File: src/rtl/psg_pkg.sv
// Shared constants, mixer state encoding and sizing helper for the
// multi-channel programmable sound generator.
package psg_pkg;

  localparam logic [7:0] ADDR_NOISE = 8'hF0;
  localparam logic [7:0] ADDR_CTRL  = 8'hFF;

  localparam logic [1:0] OFF_FREQ_LO = 2'd0;
  localparam logic [1:0] OFF_FREQ_HI = 2'd1;
  localparam logic [1:0] OFF_VOL     = 2'd2;
  localparam logic [1:0] OFF_EN      = 2'd3;

  localparam logic [16:0] LFSR_SEED = 17'h00001;
  localparam int unsigned LFSR_TAP  = 3;

  typedef enum logic [1:0] {
    IDLE,
    SWEEP,
    LATCH
  } mix_state_t;

  function automatic int unsigned clog2(input int unsigned v);
    int unsigned r;
    r = 0;
    for (int unsigned i = 0; i < 32; i++)
      if ((64'd1 << i) < 64'(v)) r = i + 1;
    return r;
  endfunction

endpackage

File: src/rtl/psg_tone_chan.sv
// Square-tone divider: counts ce ticks down from freq, toggles the tone bit
// and reloads at zero, so a half-period is freq+1 ticks.
module psg_tone_chan #(
  parameter int unsigned FW = 12
) (
  input  logic          clk_sys,
  input  logic          rst_n,
  input  logic          ce,
  input  logic          hold,
  input  logic [FW-1:0] freq,
  output logic          tone,
  output logic          toggle
);

  logic [FW-1:0] cnt;

  // freq is only sampled at reload, so rewriting it never truncates a half-period
  always_ff @(posedge clk_sys) begin
    if (!rst_n) begin
      cnt  <= '0;
      tone <= 1'b0;
    end else if (hold) begin
      cnt  <= freq;
      tone <= 1'b0;
    end else if (ce) begin
      if (cnt == '0) begin
        cnt  <= freq;
        tone <= ~tone;
      end else begin
        cnt <= cnt - FW'(1);
      end
    end
  end

  assign toggle = ce && !hold && (cnt == '0);

endmodule

File: src/rtl/psg_multitone.sv
// NCH-channel square/noise sound generator with register file, shared LFSR
// noise source and a time-multiplexed saturating stereo mixer.
module psg_multitone
  import psg_pkg::*;
#(
  parameter int unsigned NCH        = 6,
  parameter int unsigned FW         = 12,
  parameter int unsigned OUT_W      = 12,
  parameter int unsigned GAIN_SHIFT = 5
) (
  input  logic             clk_sys,
  input  logic             rst_n,
  input  logic             ce,
  input  logic             wr,
  input  logic [7:0]       addr,
  input  logic [7:0]       din,
  output logic [OUT_W-1:0] out_l,
  output logic [OUT_W-1:0] out_r,
  output logic             sample_valid
);

  localparam int unsigned ACC_W = 4 + clog2(NCH + 1);
  localparam int unsigned IDX_W = (NCH > 1) ? clog2(NCH) : 1;
  localparam int unsigned WIDE  = ACC_W + GAIN_SHIFT + OUT_W;
  localparam logic [WIDE-1:0]  OUT_MAX      = WIDE'({OUT_W{1'b1}});
  localparam logic [NCH-1:0]   NOISE_CLK_CH = NCH'(1);

  logic [FW-1:0]  freq_r [NCH];
  logic [7:0]     vol_r  [NCH];
  logic [NCH-1:0] ten_r, nen_r;
  logic [1:0]     noise_rate;
  logic           sound_en, soft_rst;

  always_ff @(posedge clk_sys) begin
    if (!rst_n) begin
      for (int unsigned c = 0; c < NCH; c++) begin
        freq_r[c] <= '0;
        vol_r[c]  <= '0;
      end
      ten_r      <= '0;
      nen_r      <= '0;
      noise_rate <= '0;
      sound_en   <= 1'b0;
      soft_rst   <= 1'b0;
    end else if (wr) begin
      if (addr == ADDR_NOISE) noise_rate <= din[1:0];
      if (addr == ADDR_CTRL) begin
        sound_en <= din[0];
        soft_rst <= din[1];
      end
      for (int unsigned c = 0; c < NCH; c++) begin
        if (addr[7:2] == 6'(c)) begin
          case (addr[1:0])
            OFF_FREQ_LO: freq_r[c][7:0]    <= din;
            OFF_FREQ_HI: freq_r[c][FW-1:8] <= din[FW-9:0];
            OFF_VOL:     vol_r[c]          <= din;
            OFF_EN: begin
              ten_r[c] <= din[0];
              nen_r[c] <= din[1];
            end
            default: ;
          endcase
        end
      end
    end
  end

  logic [NCH-1:0] tone, toggle;

  for (genvar g = 0; g < NCH; g++) begin : g_chan
    psg_tone_chan #(.FW(FW)) u_chan (
      .clk_sys (clk_sys),
      .rst_n   (rst_n),
      .ce      (ce),
      .hold    (soft_rst),
      .freq    (freq_r[g]),
      .tone    (tone[g]),
      .toggle  (toggle[g])
    );
  end

  logic [16:0] lfsr;
  logic [10:0] presc, presc_lim;
  logic        noise_step;

  always_comb begin
    presc_lim  = (11'd256 << noise_rate) - 11'd1;
    noise_step = (noise_rate == 2'd3) ? |(toggle & NOISE_CLK_CH)
                                      : (ce && presc >= presc_lim);
  end

  always_ff @(posedge clk_sys) begin
    if (!rst_n || soft_rst) begin
      lfsr  <= LFSR_SEED;
      presc <= '0;
    end else begin
      if (ce && noise_rate != 2'd3)
        presc <= (presc >= presc_lim) ? '0 : presc + 11'd1;
      if (noise_step)
        lfsr <= {lfsr[0] ^ lfsr[LFSR_TAP], lfsr[16:1]};
    end
  end

  logic [NCH-1:0] active;

  always_comb begin
    active = '0;
    for (int unsigned c = 0; c < NCH; c++)
      active[c] = (ten_r[c] | nen_r[c]) & (~ten_r[c] | tone[c]) & (~nen_r[c] | lfsr[0]);
  end

  function automatic logic [OUT_W-1:0] sat(input logic [ACC_W-1:0] a);
    logic [WIDE-1:0] w;
    w = WIDE'(a) << GAIN_SHIFT;
    return (w > OUT_MAX) ? '1 : w[OUT_W-1:0];
  endfunction

  mix_state_t     state, state_nx;
  logic [NCH-1:0] snap;
  logic [IDX_W-1:0] idx;
  logic [ACC_W-1:0] acc_l, acc_r;

  always_ff @(posedge clk_sys) begin
    if (!rst_n) state <= IDLE;
    else        state <= state_nx;
  end

  always_comb begin
    state_nx = state;
    case (state)
      IDLE:    if (ce) state_nx = SWEEP;
      SWEEP:   if (idx == IDX_W'(NCH - 1)) state_nx = LATCH;
      LATCH:   state_nx = IDLE;
      default: state_nx = IDLE;
    endcase
  end

  always_ff @(posedge clk_sys) begin
    if (!rst_n) begin
      snap         <= '0;
      idx          <= '0;
      acc_l        <= '0;
      acc_r        <= '0;
      out_l        <= '0;
      out_r        <= '0;
      sample_valid <= 1'b0;
    end else begin
      sample_valid <= 1'b0;
      case (state)
        IDLE: if (ce) begin
          snap  <= active;
          idx   <= '0;
          acc_l <= '0;
          acc_r <= '0;
        end
        SWEEP: begin
          if (snap[idx]) begin
            acc_l <= acc_l + ACC_W'(vol_r[idx][3:0]);
            acc_r <= acc_r + ACC_W'(vol_r[idx][7:4]);
          end
          idx <= idx + IDX_W'(1);
        end
        LATCH: begin
          out_l        <= sound_en ? sat(acc_l) : '0;
          out_r        <= sound_en ? sat(acc_r) : '0;
          sample_valid <= 1'b1;
        end
        default: ;
      endcase
    end
  end

endmodule

File: config.mk
export PLATFORM = sky130hd
export DESIGN_NAME = psg_multitone
export DESIGN_NICKNAME = d
export VERILOG_FILES = /design/src/rtl/psg_pkg.sv /design/src/rtl/psg_tone_chan.sv /design/src/rtl/psg_multitone.sv
export SDC_FILE = /design/constraint.sdc
export NUM_CORES = 1
export LEC_CHECK = 0
export CORE_ASPECT_RATIO = 1.75
export CORE_MARGIN = 4
export CORE_UTILIZATION = 50
export CTS_CLUSTER_SIZE = 14
export DETAILED_ROUTE_END_ITERATION = 8
export HOLD_SLACK_MARGIN = 0.05
export PLACE_DENSITY = 0.67
export SYNTH_ARGS = -nofsm -noshare
export SYNTH_HDL_FRONTEND = slang
export SYNTH_SLANG_ARGS = --single-unit
File: constraint.sdc
create_clock -name clk_sys -period 4.2 [get_ports clk_sys]
set_input_delay 1.26 -clock clk_sys [delete_from_list [all_inputs] [get_ports clk_sys]]
set_output_delay 1.26 -clock clk_sys [all_outputs]
set_load 0.05 [all_outputs]
---- Yosys cells after proc, flatten, opt, wreduce, memory -nomap -nowiden ----
Memory sizes are Yosys's and may differ from the RTL's. A register that Yosys moved wholly into a read port is not among the register bits.
Cells that the tools add are included.
cells by class
  add/subtract/negate cells ............... 11
  order comparisons ....................... 4
  eq/ne operators ......................... 18
  shifts and indexed selects .............. 1
  multiplexer cells ....................... 133
  bitwise gates (word level) .............. 68
  reduce and logical (&&, ||, !) cells .... 37
operator list
  kind                   count
  $mux 12                22
  $mux 8                 12
  $mux 1                 79
  $logic_not 12->1       6
  $sub 12x1->12 const B  6
  $or 1x1->1             36
  $pmux 7 s2             2
  $gt 12x12->1 const B   2
  $mux 4                 6
  $reduce_and 2->1       11
  $mux 7                 3
  $reduce_and 3->1       7
  $not 1->1              19
  $eq 8x8->1 const B     2
  $add 7x4->7            2
  $and 1x1->1            12
  $eq 6x2->1 const B     2
  $eq 6x3->1 const B     2
  $add 11x1->11 const B  1
  $ge 11x11->1           1
  $mux 11                1
  $shl 9x2->11 const A   1
  $sub 11x1->11 const B  1
  $mux 3                 3
  19 further kinds       33
storage, ports and cells
  flip-flop bits (word level) ............. 172
  bits in writable memories ............... 120
  input port bits ......................... 20
  logic and storage cells ................. 311
  memories kept ........................... 2
memory list
  name    words  width  rd ports  clocked after Yosys merged registers in  wr ports  RTL line             RTL
  freq_r  6      12     6         0                                        6         psg_multitone.sv:28  logic [FW-1:0] freq_r [NCH];
  vol_r   6      8      1         1                                        6         psg_multitone.sv:29  logic [7:0] vol_r [NCH];

---- Depth between registers and ports, before layout ----
  depth in word-level cells ............... 7
  gate-level depth with buffers ........... 11
  gate-level depth less buffers ........... 10

---- Hierarchy ----
A second synthesis with hierarchy kept.
unflattened totals
  cells, all modules ...................... 1429
  area total of the unflattened synthesis .. 14104.8 um^2
modules (own cells, without submodules)
  module                                 times used  cells each  area each (um^2)
  psg_multitone                          1           774         8978.6
  psg_tone_chan at g_chan[0].u_chan ...  5           107         849.6
  psg_tone_chan at g_chan[5].u_chan      1           120         878.3

---- Least setup slack after synthesis ----
No wires, ideal clock.
  path kind ............................... input to register
  start ................................... in addr[5]
  end ..................................... mem freq_r[5][0] (enable)
  arrival ................................. 2994 ps
  path slack .............................. 822 ps
  cell stages on the path ................. 3
  buffers on the path ..................... 0
  cells stage by stage .................... nor4b_1 -> nand3_1 -> o21ai_0
RTL lines
  what         RTL line             RTL
  from (decl)  psg_multitone.sv:15  input logic [7:0] addr,
  to (decl)    psg_multitone.sv:28

==> reports/qor.txt <==
Placed Area: 14350 um^2
grt total ovfl: 0
worst hold path type: reg -> reg
switch share: 35.20%
Psw: 3.115 mW
mean area per synthesized cell: 9.869 um^2
routability cong.: 0.9004
worst hold slack: 0.4561 ns
Final TNS setup: 0 ns
largest area contributor in the netlist: edfxtp_1
final slew viol count: 0
Peak supply drop: 0.4554 mV
first-pass GRT wire length: 55430 um
vias in the first global route: 10260
initial antenna violation count: 2
Final #Nets: 1449
final setup fails: 0
Worst Path Class, Setup: reg -> reg
Pwr per Cell Area: 581.7 nW/um^2
startpoint types: register
clk slew on worst S/H paths: 0.07 ns
Detail Route Antenna Nets: 0
# IOs: 45
final std cells w/o fill: 1786
HPWL after detailed placement: 24020 um
area fraction of the dominant cell type after synthesis: 26.42%
DR pass1 iterations: 5
critical path capture point type: register
share of cells above drive strength 1: 8.017%
Comb power frac: 31.8%
cell area after synthesis: 13640 um^2
drt total wl: 35310 um
Clock power frac: 27.1%
most common library cell in the layout ignoring fill and taps: dfxtp_1
RSZ-0062 raised after global routing: no
Max Root-Sink Buffers: 3
Layout area overhead: 11.55%
Crit Path Max Fanout: 9
post-route cell area: 15210 um^2
Initial Util: 50.92%
Seq/Total Area, Yosys: 50.64%
drc violations: 0
htree depth: 1
Max Cap Viol: 0
Rows: 79
Clock Skew: 0.01860 ns
total CTS buffers: 27
synth warn: 0
die area: 30090 um^2
DRT iter0 DRCs: 746
CP Data Required Time: 4.63 ns
fin util: 56.80%
largest net degree at the start of global routing: 70
Post-Syn Instances: 1382
Port-buffer cells: 34
Die X: 132.9 um
GRT Total Usage: 23.16%
average wire per cell in the routed design: 19.77 um
Final period util: 73.20%
Via density: 5.893
Max-Slew Margin vs Limit: 28.94%
# placed instances: 1736
clk root buf: clkbuf_16
via count: 10530
setup repair bufs after CTS: 0
ys flop type: dfxtp_1
number of enable flip-flop cells after synthesis: 120
Synth area leaders: edfxtp_1, dfxtp_1, and2_1, mux2i_1, nor2_1
cts repair resizes: 0
Core Box Area: 26790 um^2
Internal: 5.735 mW
Flop pwr share: 41.1%
worst-margin pin slew: 1.063 ns
#FFs+latches synth: 285
async set-reset flop share out of synthesis: 0%
Max Fclk: 325.3 MHz
CTS tree: done
Final Hold Viols: 0
n_diodes: 0
outcome: complete, no violations
leakage: 5.631 nW
CTS sink cnt: 285
# hold bufs at CTS: 0
most frequent cells in the layout: dfxtp_1, and2_1, nor2_1, edfxtp_1, nand2_1
critical path arrival: 3.50 ns
Netlist cell types: 77
chip height: 226.5 um
fin crit period: 3.074 ns
worst-skew pair later-pin latency: 0.55 ns
-- cells in the mapped netlist, drive strengths merged (18+ instances only) --
cell type	count
mux2i	47
buf	20
ha	26
o21ai	75
nor3	44
clkbuf	64
o22ai	18
and2	127
a21oi	79
nand2	108
dfxtp	165
a22o	22
inv	30
edfxtp	120
nand3	49
nor2	126
nor4	18
-- power by group through the flow --
stage | clock [mW] | combinational, mW | sequential [mW]
floorplan | 0 | 2.27 | 3.56
global placement | 0 | 2.75 | 3.67
detailed placement | 0 | 2.78 | 3.68
CTS | 2.44 | 2.80 | 3.63
global route | 2.56 | 3.12 | 3.69
finish | 2.40 | 2.82 | 3.64
-- final timing paths --
check	end	cells past startpoint	slack [ns]	start
setup / recovery	acc_r[6]	10	1.13	register
hold / removal	lfsr[10]	2	0.46	lfsr[11]
setup reg to reg	acc_r[6]	10	1.13	register
hold reg to reg	lfsr[10]	2	0.46	lfsr[11]
-- area by class of cell --
type                            count  area, um^2
Fill cell                        2303       11570
Sequential cell                   285        6907
Multi-Input combinational cell    991        6287
Clock buffer                       38       768.2
Timing Repair Buffer               65       588.1
Tap cell                          364       455.4
Inverter                           31       116.4
Clock inverter                     12       92.59
-- logic make-up (layout without fill, tap and decap cells) --
kind of cell / count (synthesis) / count (layout) / synth area share [%]
AOI/OAI and AO/OA: 289 / 289 / 13.78
xor gates and xnor gates: 26 / 26 / 1.670
adders and majority gates: 28 / 28 / 2.679
buffers and inverters: 115 / 146 / 3.550
DFF: 285 / 285 / 50.64
muxes: 59 / 59 / 5.183
other: 1 / 10 / 0.02749
and+or+nand+nor: 579 / 579 / 22.48
-- flip-flops by register name (all words and copies together) (netlist names), named ones only --
| name | count |
|---|---|
| freq_r | 72 |
| g_chan.u_chan.cnt | 72 |
| vol_r | 48 |
| lfsr | 17 |
| presc | 11 |
| acc_l | 7 |
| acc_r | 7 |
| out_l | 7 |
| out_r | 7 |
| g_chan.u_chan.tone | 6 |
| nen_r | 6 |
| snap | 6 |
| ten_r | 6 |
| idx | 3 |
| noise_rate | 2 |
| state | 2 |
| sample_valid | 1 |
| soft_rst | 1 |
| sound_en | 1 |
-- metrics by stage --
step | power, mW | setup slack, ns
2_1_floorplan | 5.830 | 0.8218
3_3_place_gp | 6.418 | 0.6264
3_5_place_dp | 6.468 | 0.5853
4_1_cts | 8.861 | 1.080
5_1_grt | 9.366 | 0.9014
6_report | 8.850 | 1.126
-- per-layer routing --
layer | global-route usage [%] | part of all wire (%) | routed length (um) | vias to the layer above
met4 | 9.933 | 3.9 | 1366 | 0
li1 | - | - | - | 5037
met5 | 0 | 0 | 0 | -
met2 | 44.40 | 54 | 19140 | 311
met3 | 2.265 | 4.5 | 1574 | 76
met1 | 25.79 | 37 | 13230 | 5101
-- worst max-delay path, stage by stage, from the launching register on --
cell	delay [ns]
dfxtp_1	0.72
mux4_2	0.64
nor2_1	0.11
a21oi_1	0.08
ha_1	0.25
fa_1	0.40
a21o_1	0.20
a21oi_1	0.19
or4_1	0.15
xor2_1	0.15
nor2_1	0.05
No activity file was read; power rests on OpenSTA's default activity.
